File: src/rtl/pwm_capture.sv
// pwm_capture: measures the high time and rise-to-rise period of an asynchronous
// PWM input, in clk cycles, and reports a steady 0%/100% level after TIMEOUT
// cycles without a qualifying edge.
// Optional macro PWM_CAPTURE_FILTER_EN adds a FILT_LEN-sample glitch filter
// after the synchronizer. When the macro is undefined, the synchronized sample
// drives the edge detector directly.
module pwm_capture #(
    parameter int unsigned CNT_W    = 16,
    parameter int unsigned TIMEOUT  = 65535,
    parameter int unsigned FILT_LEN = 4
) (
    input  logic             clk,
    input  logic             rst,
    input  logic             pwm_in,
    output logic [CNT_W-1:0] high_time,
    output logic [CNT_W-1:0] period,
    output logic             valid,
    output logic             locked,
    output logic             level
);

    localparam logic [CNT_W-1:0] CNT_MAX = '1;
    localparam logic [CNT_W-1:0] CNT_ONE = CNT_W'(1);
    localparam logic [CNT_W-1:0] TO_VAL  = CNT_W'(TIMEOUT);

    typedef enum logic [1:0] {
        IDLE = 2'd0,
        HIGH = 2'd1,
        LOW  = 2'd2
    } state_t;

    state_t           state;
    logic             s1;
    logic             s2;
    logic             lvl;
    logic             prev;
    logic             rise_c;
    logic             fall_c;
    logic [CNT_W-1:0] per_cnt;
    logic [CNT_W-1:0] hi_cnt;
    logic [CNT_W-1:0] idle_cnt;
    logic [CNT_W-1:0] hi_lat;

    function automatic logic [CNT_W-1:0] sat_inc(input logic [CNT_W-1:0] v);
        return (v == CNT_MAX) ? v : v + CNT_ONE;
    endfunction

    // Two-flop synchronizer for the asynchronous input
    always_ff @(posedge clk) begin
        if (rst) begin
            s1 <= 1'b0;
            s2 <= 1'b0;
        end else begin
            s1 <= pwm_in;
            s2 <= s1;
        end
    end

`ifdef PWM_CAPTURE_FILTER_EN
    logic [3:0] run;

    // Glitch filter: lvl follows s2 only after FILT_LEN consecutive differing samples
    always_ff @(posedge clk) begin
        if (rst) begin
            run <= 4'd0;
            lvl <= 1'b0;
        end else if (s2 == lvl) begin
            run <= 4'd0;
        end else if (run == 4'(FILT_LEN - 1)) begin
            run <= 4'd0;
            lvl <= s2;
        end else begin
            run <= run + 4'd1;
        end
    end
`else
    logic [3:0] unused_filt_len;

    // Filter length only shapes the filtered build
    always_comb unused_filt_len = 4'(FILT_LEN);

    // Unfiltered build: the synchronized sample is the level
    always_comb lvl = s2;
`endif

    // Previous level for edge detection
    always_ff @(posedge clk) begin
        if (rst) begin
            prev <= 1'b0;
        end else begin
            prev <= lvl;
        end
    end

    // Edge detect on the synchronized level
    always_comb begin
        rise_c = lvl & ~prev;
        fall_c = ~lvl & prev;
    end

    assign level = lvl;

    // Measurement state machine with counters and registered report outputs
    always_ff @(posedge clk) begin
        if (rst) begin
            state     <= IDLE;
            per_cnt   <= '0;
            hi_cnt    <= '0;
            idle_cnt  <= '0;
            hi_lat    <= '0;
            high_time <= '0;
            period    <= '0;
            valid     <= 1'b0;
            locked    <= 1'b0;
        end else begin
            valid   <= 1'b0;
            per_cnt <= sat_inc(per_cnt);
            if (state == HIGH) begin
                hi_cnt <= sat_inc(hi_cnt);
            end
            unique case (state)
                IDLE: begin
                    idle_cnt <= sat_inc(idle_cnt);
                    if (rise_c) begin
                        state   <= HIGH;
                        locked  <= 1'b1;
                        per_cnt <= CNT_ONE;
                        hi_cnt  <= CNT_ONE;
                    end else if (fall_c) begin
                        idle_cnt <= CNT_ONE;
                    end else if (idle_cnt == TO_VAL) begin
                        valid     <= 1'b1;
                        period    <= TO_VAL;
                        high_time <= lvl ? TO_VAL : '0;
                        idle_cnt  <= CNT_ONE;
                    end
                end
                HIGH: begin
                    if (fall_c) begin
                        hi_lat <= hi_cnt;
                        state  <= LOW;
                    end else if (per_cnt == TO_VAL) begin
                        valid     <= 1'b1;
                        period    <= TO_VAL;
                        high_time <= lvl ? TO_VAL : '0;
                        idle_cnt  <= CNT_ONE;
                        state     <= IDLE;
                        locked    <= 1'b0;
                    end
                end
                LOW: begin
                    if (rise_c) begin
                        valid     <= 1'b1;
                        high_time <= hi_lat;
                        period    <= per_cnt;
                        per_cnt   <= CNT_ONE;
                        hi_cnt    <= CNT_ONE;
                        state     <= HIGH;
                    end else if (per_cnt == TO_VAL) begin
                        valid     <= 1'b1;
                        period    <= TO_VAL;
                        high_time <= lvl ? TO_VAL : '0;
                        idle_cnt  <= CNT_ONE;
                        state     <= IDLE;
                        locked    <= 1'b0;
                    end
                end
                default: begin
                    state  <= IDLE;
                    locked <= 1'b0;
                end
            endcase
        end
    end

endmodule

File: config.mk
export PLATFORM = sky130hd
export DESIGN_NAME = pwm_capture
export DESIGN_NICKNAME = d
export VERILOG_FILES = /design/src/rtl/pwm_capture.sv
export SDC_FILE = /design/constraint.sdc
export NUM_CORES = 1
export LEC_CHECK = 0
export BUFFER_PORTS_ARGS = -buffer_cell sky130_fd_sc_hd__buf_2
export CAP_MARGIN = 20
export CELL_PAD_IN_SITES_DETAIL_PLACEMENT = 1
export CELL_PAD_IN_SITES_GLOBAL_PLACEMENT = 2
export CORE_MARGIN = 8
export CORE_UTILIZATION = 33
export CTS_CLUSTER_DIAMETER = 120
export DETAILED_ROUTE_END_ITERATION = 8
export PLACE_DENSITY = 0.81
export RECOVER_POWER = 50
export SKIP_CTS_REPAIR_TIMING = 1
export SLEW_MARGIN = 20
export SYNTH_ARGS = -nofsm -noshare
export SYNTH_HDL_FRONTEND = slang
export SYNTH_SLANG_ARGS = --single-unit
File: constraint.sdc
create_clock -name clk -period 2.3 [get_ports clk]
set_clock_uncertainty 0.1 [all_clocks]
set_input_delay 0.46 -clock clk [delete_from_list [all_inputs] [get_ports clk]]
set_output_delay 0.46 -clock clk [all_outputs]
set_load 0.01 [all_outputs]
# [Word-level counts from Yosys, hierarchy flattened]
# Index checks and enable logic that the tools add are counted.
[classes] addsub=3 n_eq_ne=11 muxes=47 reduce_logical=7 bitwise=4
[op_table] op="2-to-1 mux 16 bit" n=27
[op_table] op="case mux 16 bit (3 select lines)" n=3
[op_table] op="adder 16 x 1 -> 16 bit (second input constant)" n=3
[op_table] op="equality test 16 bit (second input constant)" n=3
[op_table] op="!= test 2 bit (second input constant)" n=6
[op_table] op="2-to-1 mux 1 bit" n=10
[op_table] op="2-to-1 mux 2 bit" n=4
[op_table] op="case mux 1 bit (3 select lines)" n=2
[op_table] op="case mux 2 bit (3 select lines)" n=1
[op_table] op="AND reduction 3 bit" n=2
[op_table] op="AND reduction 5 bit" n=1
[op_table] op="nonzero test 3 bit" n=1
[op_table] op="bitwise AND 1 bit" n=2
[op_table] op="equality test 2 x 1 -> 1 bit (second input constant)" n=1
[op_table] op="equality test 2 bit (second input constant)" n=1
[op_table] op="logical NOT 2 bit" n=1
[op_table] op="NOT 1 bit" n=2
[op_table] op="AND reduction 2 bit" n=1
[op_table] op="OR reduction 2 bit" n=1
[word_totals] input_bits=3 output_inout_bits=35 regBits=103 wordCells=84

# [Logic depth before layout (Yosys ltp)]
[logic_depth] depth_word=6 ltp_mapped=10 ltp_nobuf=10

# [Least setup slack after synthesis]
# No wires, ideal clock.
[synth_path] path_type="register to register" from="register state[0]" to="register idle_cnt[10]" slack_ps=-165 path_buffers=1 required_ps=2114 arrival_ps=2279 stages_incl_launch_ff=9 cell_sequence="dfxtp_1 inv_1 ha_1 and3b_1 clkbuf_1 or3_1 a211o_1 or4_1 a211oi_1"
[synth_between] elab_chain_cells=3 word_cells_on_any_way=8 cone_classes="eq/ne: 4; mux: 1; reduce/logical: 3"
[synth_lines] item="start: declaration" line="32" rtl="state_t state;"
[synth_lines] item="start signal: assignment" line="106" rtl="state <= IDLE;"
[synth_lines] item="start signal: assignment" line="125" rtl="state <= HIGH;"
[synth_lines] item="start signal: assignment" line="141" rtl="state <= LOW;"
[synth_lines] item="equality test 2 bit (tied with other cells)" line="121" rtl="unique case (state)"
[synth_lines] item="!= test 2 bit (no source line) or nonzero test 3 bit (tied branches)"
[synth_lines] item="AND reduction 3 bit (no source line)"
[synth_lines] item="end signal: assignment" line="123" rtl="idle_cnt <= sat_inc(idle_cnt);"
[synth_lines] item="end: declaration" line="41" rtl="logic [CNT_W-1:0] idle_cnt;"
# Parallel ways exist; a longest one is shown, timed or not.
# A chain may end at the register's enable or synchronous reset.

# [Worst setup path after layout]
[layout_path] from="register state[0]" to="register idle_cnt[9]"
# Same word-level chain as after synthesis.

==> results.cfg <==
[run_status]
status = finished, final reports clean

[pwr]
swShare = 0.267
p_leak_uw = 0.00226
p_int_uw = 3180
clkPwrFrac = 0.397
p_comb_frac = 0.161
p_per_area_nw_per_um2 = 709
peakVddDrop_mv = 0.389
finalPower_uw = 4340
p_switching_uw = 1160
seq_power_share = 0.441

[timing]
worst_pin_slew_ns = 0.584
finalSetupViolations = 0
period_needed_ns = 2.29
fmax_mhz = 437
finalCritPeriodShare = 0.994
relSlewSlack = 0.610
slew_violations = 0
rsz0062_at_grt = yes
hold_viol = 0

[clock_tree]
clock_path_buffers = 2
clkTransAtPathRegs_ns = 0.07
root_buffer = clkbuf_16
cts_buffers = 9
htree_levels = 3
clk_latency_ns = 0.35
cts.sinks = 103
cts_tree = done

[critical_path]
path_cells = inv_4 -> ha_4 -> and3b_2 -> or3_4 -> a21o_4 -> or4_1 -> a211oi_1
cp.required_ns = 2.47
setup.worst_path.class = reg2reg
arrival_ns = 2.46
r2r-start = state[0]
r2r_setup_slack_ns = 0.01
timing.rr.end = idle_cnt[9]
cp-end-kind = flip-flop
crit_slowest_cell = or4_1
start_kind = flip-flop
r2r_cells = 7
cp_max_fo = 5
max_stage_delay_ns = 0.51

[placement]
dp_hpwl_um = 10200
place_congestion = 0.818
dp_cells = 814
port-buffer-count = 37

[final_layout]
drive_gt1_frac = 0.224
final_common_cell = dfxtp_1
fin_util = 0.423
final_nets = 662
syn2layout_area_growth_pct = 25.2
n_antenna_cell = 0
fin_cells = 840
layout_common_cells = 100 x dfxtp_1, 75 x nand2_1, 59 x buf_4
nFillCells = 1728

[yosys]
muxShareOfSynthArea = 0.0143
ys_warn_count = 0
synth_area_leaders = dfxtp_1 42%, nand2_1 5.8%, a21oi_1 5.0%
synth_cell_type_count = 55
synth_simple_gate_area_frac = 0.227
synth_area_leader_cell = dfxtp_1
synth-main-ff-cell = dfxtp_1
synth_edf_count = 0
ys_seq_area_frac = 0.422
avgSynthCellArea_sq_um = 8.46
synth_top_area_share = 0.422
synth_seq_cells = 103
synth_compound_area_frac = 0.238
synth-adder-area-share = 0.0205
synth_top_family_by_area = compound AO/OA/AOI/OAI gates
async_flop_share = 0
synthXorXnorAreaFrac = 0.0358
syn-cell-area_sq_um = 4890
syn_inst = 578
syn_nets = 589

[global_routing]
grt_pass1_vias = 4801
antenna_found_initial = 0
gr-usage-all-layers = 0.159
grt_max_degree = 35
grt_pass1_wl_um = 24200
gr-total-overflow = 0

[drt]
avgViaCountPerCell = 5.52
drc_errors = 0
postRouteAntennaNets = 0
vias = 4640
wl_um = 14700
first_iter_violations = 247
drt_first_pass_iters = 4
wl_per_cell_um = 17.5

[floorplanning]
dieArea_sq_um = 19000
die_w_um = 138
core_sq_um = 14500
rows = 44
initial_core_util = 0.338
die_h_um = 138
io_pins = 38

[job]
maxCapViolations = 0

[min_path]
min_from = pwm_in
hold_path_end = s1
hp-class = in2reg
min_path_cells = 2
[registers in the layout (all words and copies together) (netlist names)]
register,count
hi_cnt,16
hi_lat,16
high_time,16
idle_cnt,16
level,1
locked,1
per_cnt,16
period,16
prev,1
s1,1
state,2
valid,1
[worst max-delay path, delay by kind of cell (launching register included)]
kind | cells | cell delay (ns)
compound gates | 2 | 0.41
buf+inv | 1 | 0.05
flops | 1 | 0.38
fa+ha+maj | 1 | 0.15
simple gates | 3 | 1.13
[synth_stat cells (8+ instances only)]
| cell type | instances |
|---|---|
| clkbuf_1 | 31 |
| a31oi_1 | 21 |
| a21boi_0 | 17 |
| o2bb2ai_1 | 17 |
| o21ai_0 | 12 |
| nand2_1 | 75 |
| nor2_1 | 37 |
| nand4_1 | 16 |
| nand3_1 | 15 |
| nor3_1 | 14 |
| o31ai_1 | 9 |
| a211oi_1 | 26 |
| dfxtp_1 | 103 |
| a21oi_1 | 49 |
| xor2_1 | 14 |
| ha_1 | 8 |
| and3_1 | 10 |
| and4_1 | 9 |
[power by group through the flow]
stage | Clock (uW) | Sequential, uW | Combinational [uW]
after global routing | 1840 | 1930 | 772
after detailed placement | 0 | 1960 | 666
after global placement | 0 | 1950 | 643
after CTS | 1760 | 1910 | 669
after floorplan | 0 | 1980 | 377
final | 1720 | 1920 | 699
[metal layers]
layer	up-vias	part of all wire	global-route usage
li1	2275	-	-
met1	2301	0.48	0.205
met2	49	0.48	0.257
met3	15	0.026	0.0350
met4	0	0.014	0.0513
met5	-	0	0
[area by class of cell]
| cell class | instances | area, sq um | area share |
|---|---|---|---|
| multi-input cells | 428 | 2730 | 0.446 |
| clock buffers | 12 | 256 | 0.0419 |
| inverters | 7 | 28.8 | 0.00470 |
| well taps | 184 | 230 | 0.0376 |
| clock inverters | 4 | 77.6 | 0.0127 |
| repair buffers | 102 | 727 | 0.119 |
| flip-flops and latches | 103 | 2070 | 0.338 |
[worst max-delay path by stage]
stage / from / depth (start not counted) / slack, ns / to
2_1_floorplan: state[1] / 8 / 0.01 / idle_cnt[9]
3_3_place_gp: state[1] / 7 / 0.06 / idle_cnt[9]
3_5_place_dp: state[1] / 7 / -0.07 / idle_cnt[11]
4_1_cts: state[1] / 7 / -0.06 / idle_cnt[5]
5_1_grt: state[0] / 7 / -0.04 / idle_cnt[6]
6_report: state[0] / 7 / 0.01 / idle_cnt[9]
[through the flow]
stage	hold slack, ns	instance area (sq um)	worst slack (ns)	setup TNS (ns)
after floorplan	0.314	4930	0.00990	0
after global placement	0.322	5630	0.0631	0
after detailed placement	0.325	5630	-0.0689	-0.163
after CTS	0.212	5970	-0.0648	-0.185
after global routing	0.231	6120	-0.0379	-0.161
final	0.219	6120	0.0134	0
[cells by family after synthesis]
logic type	count (synthesis)
AOI/OAI and AO/OA	172
DFF	103
muxes	7
and+or+nand+nor	219
xor gates and xnor gates	20
buffers and inverters	49
adders and majority gates	8
(Power assumes the default switching activity.)
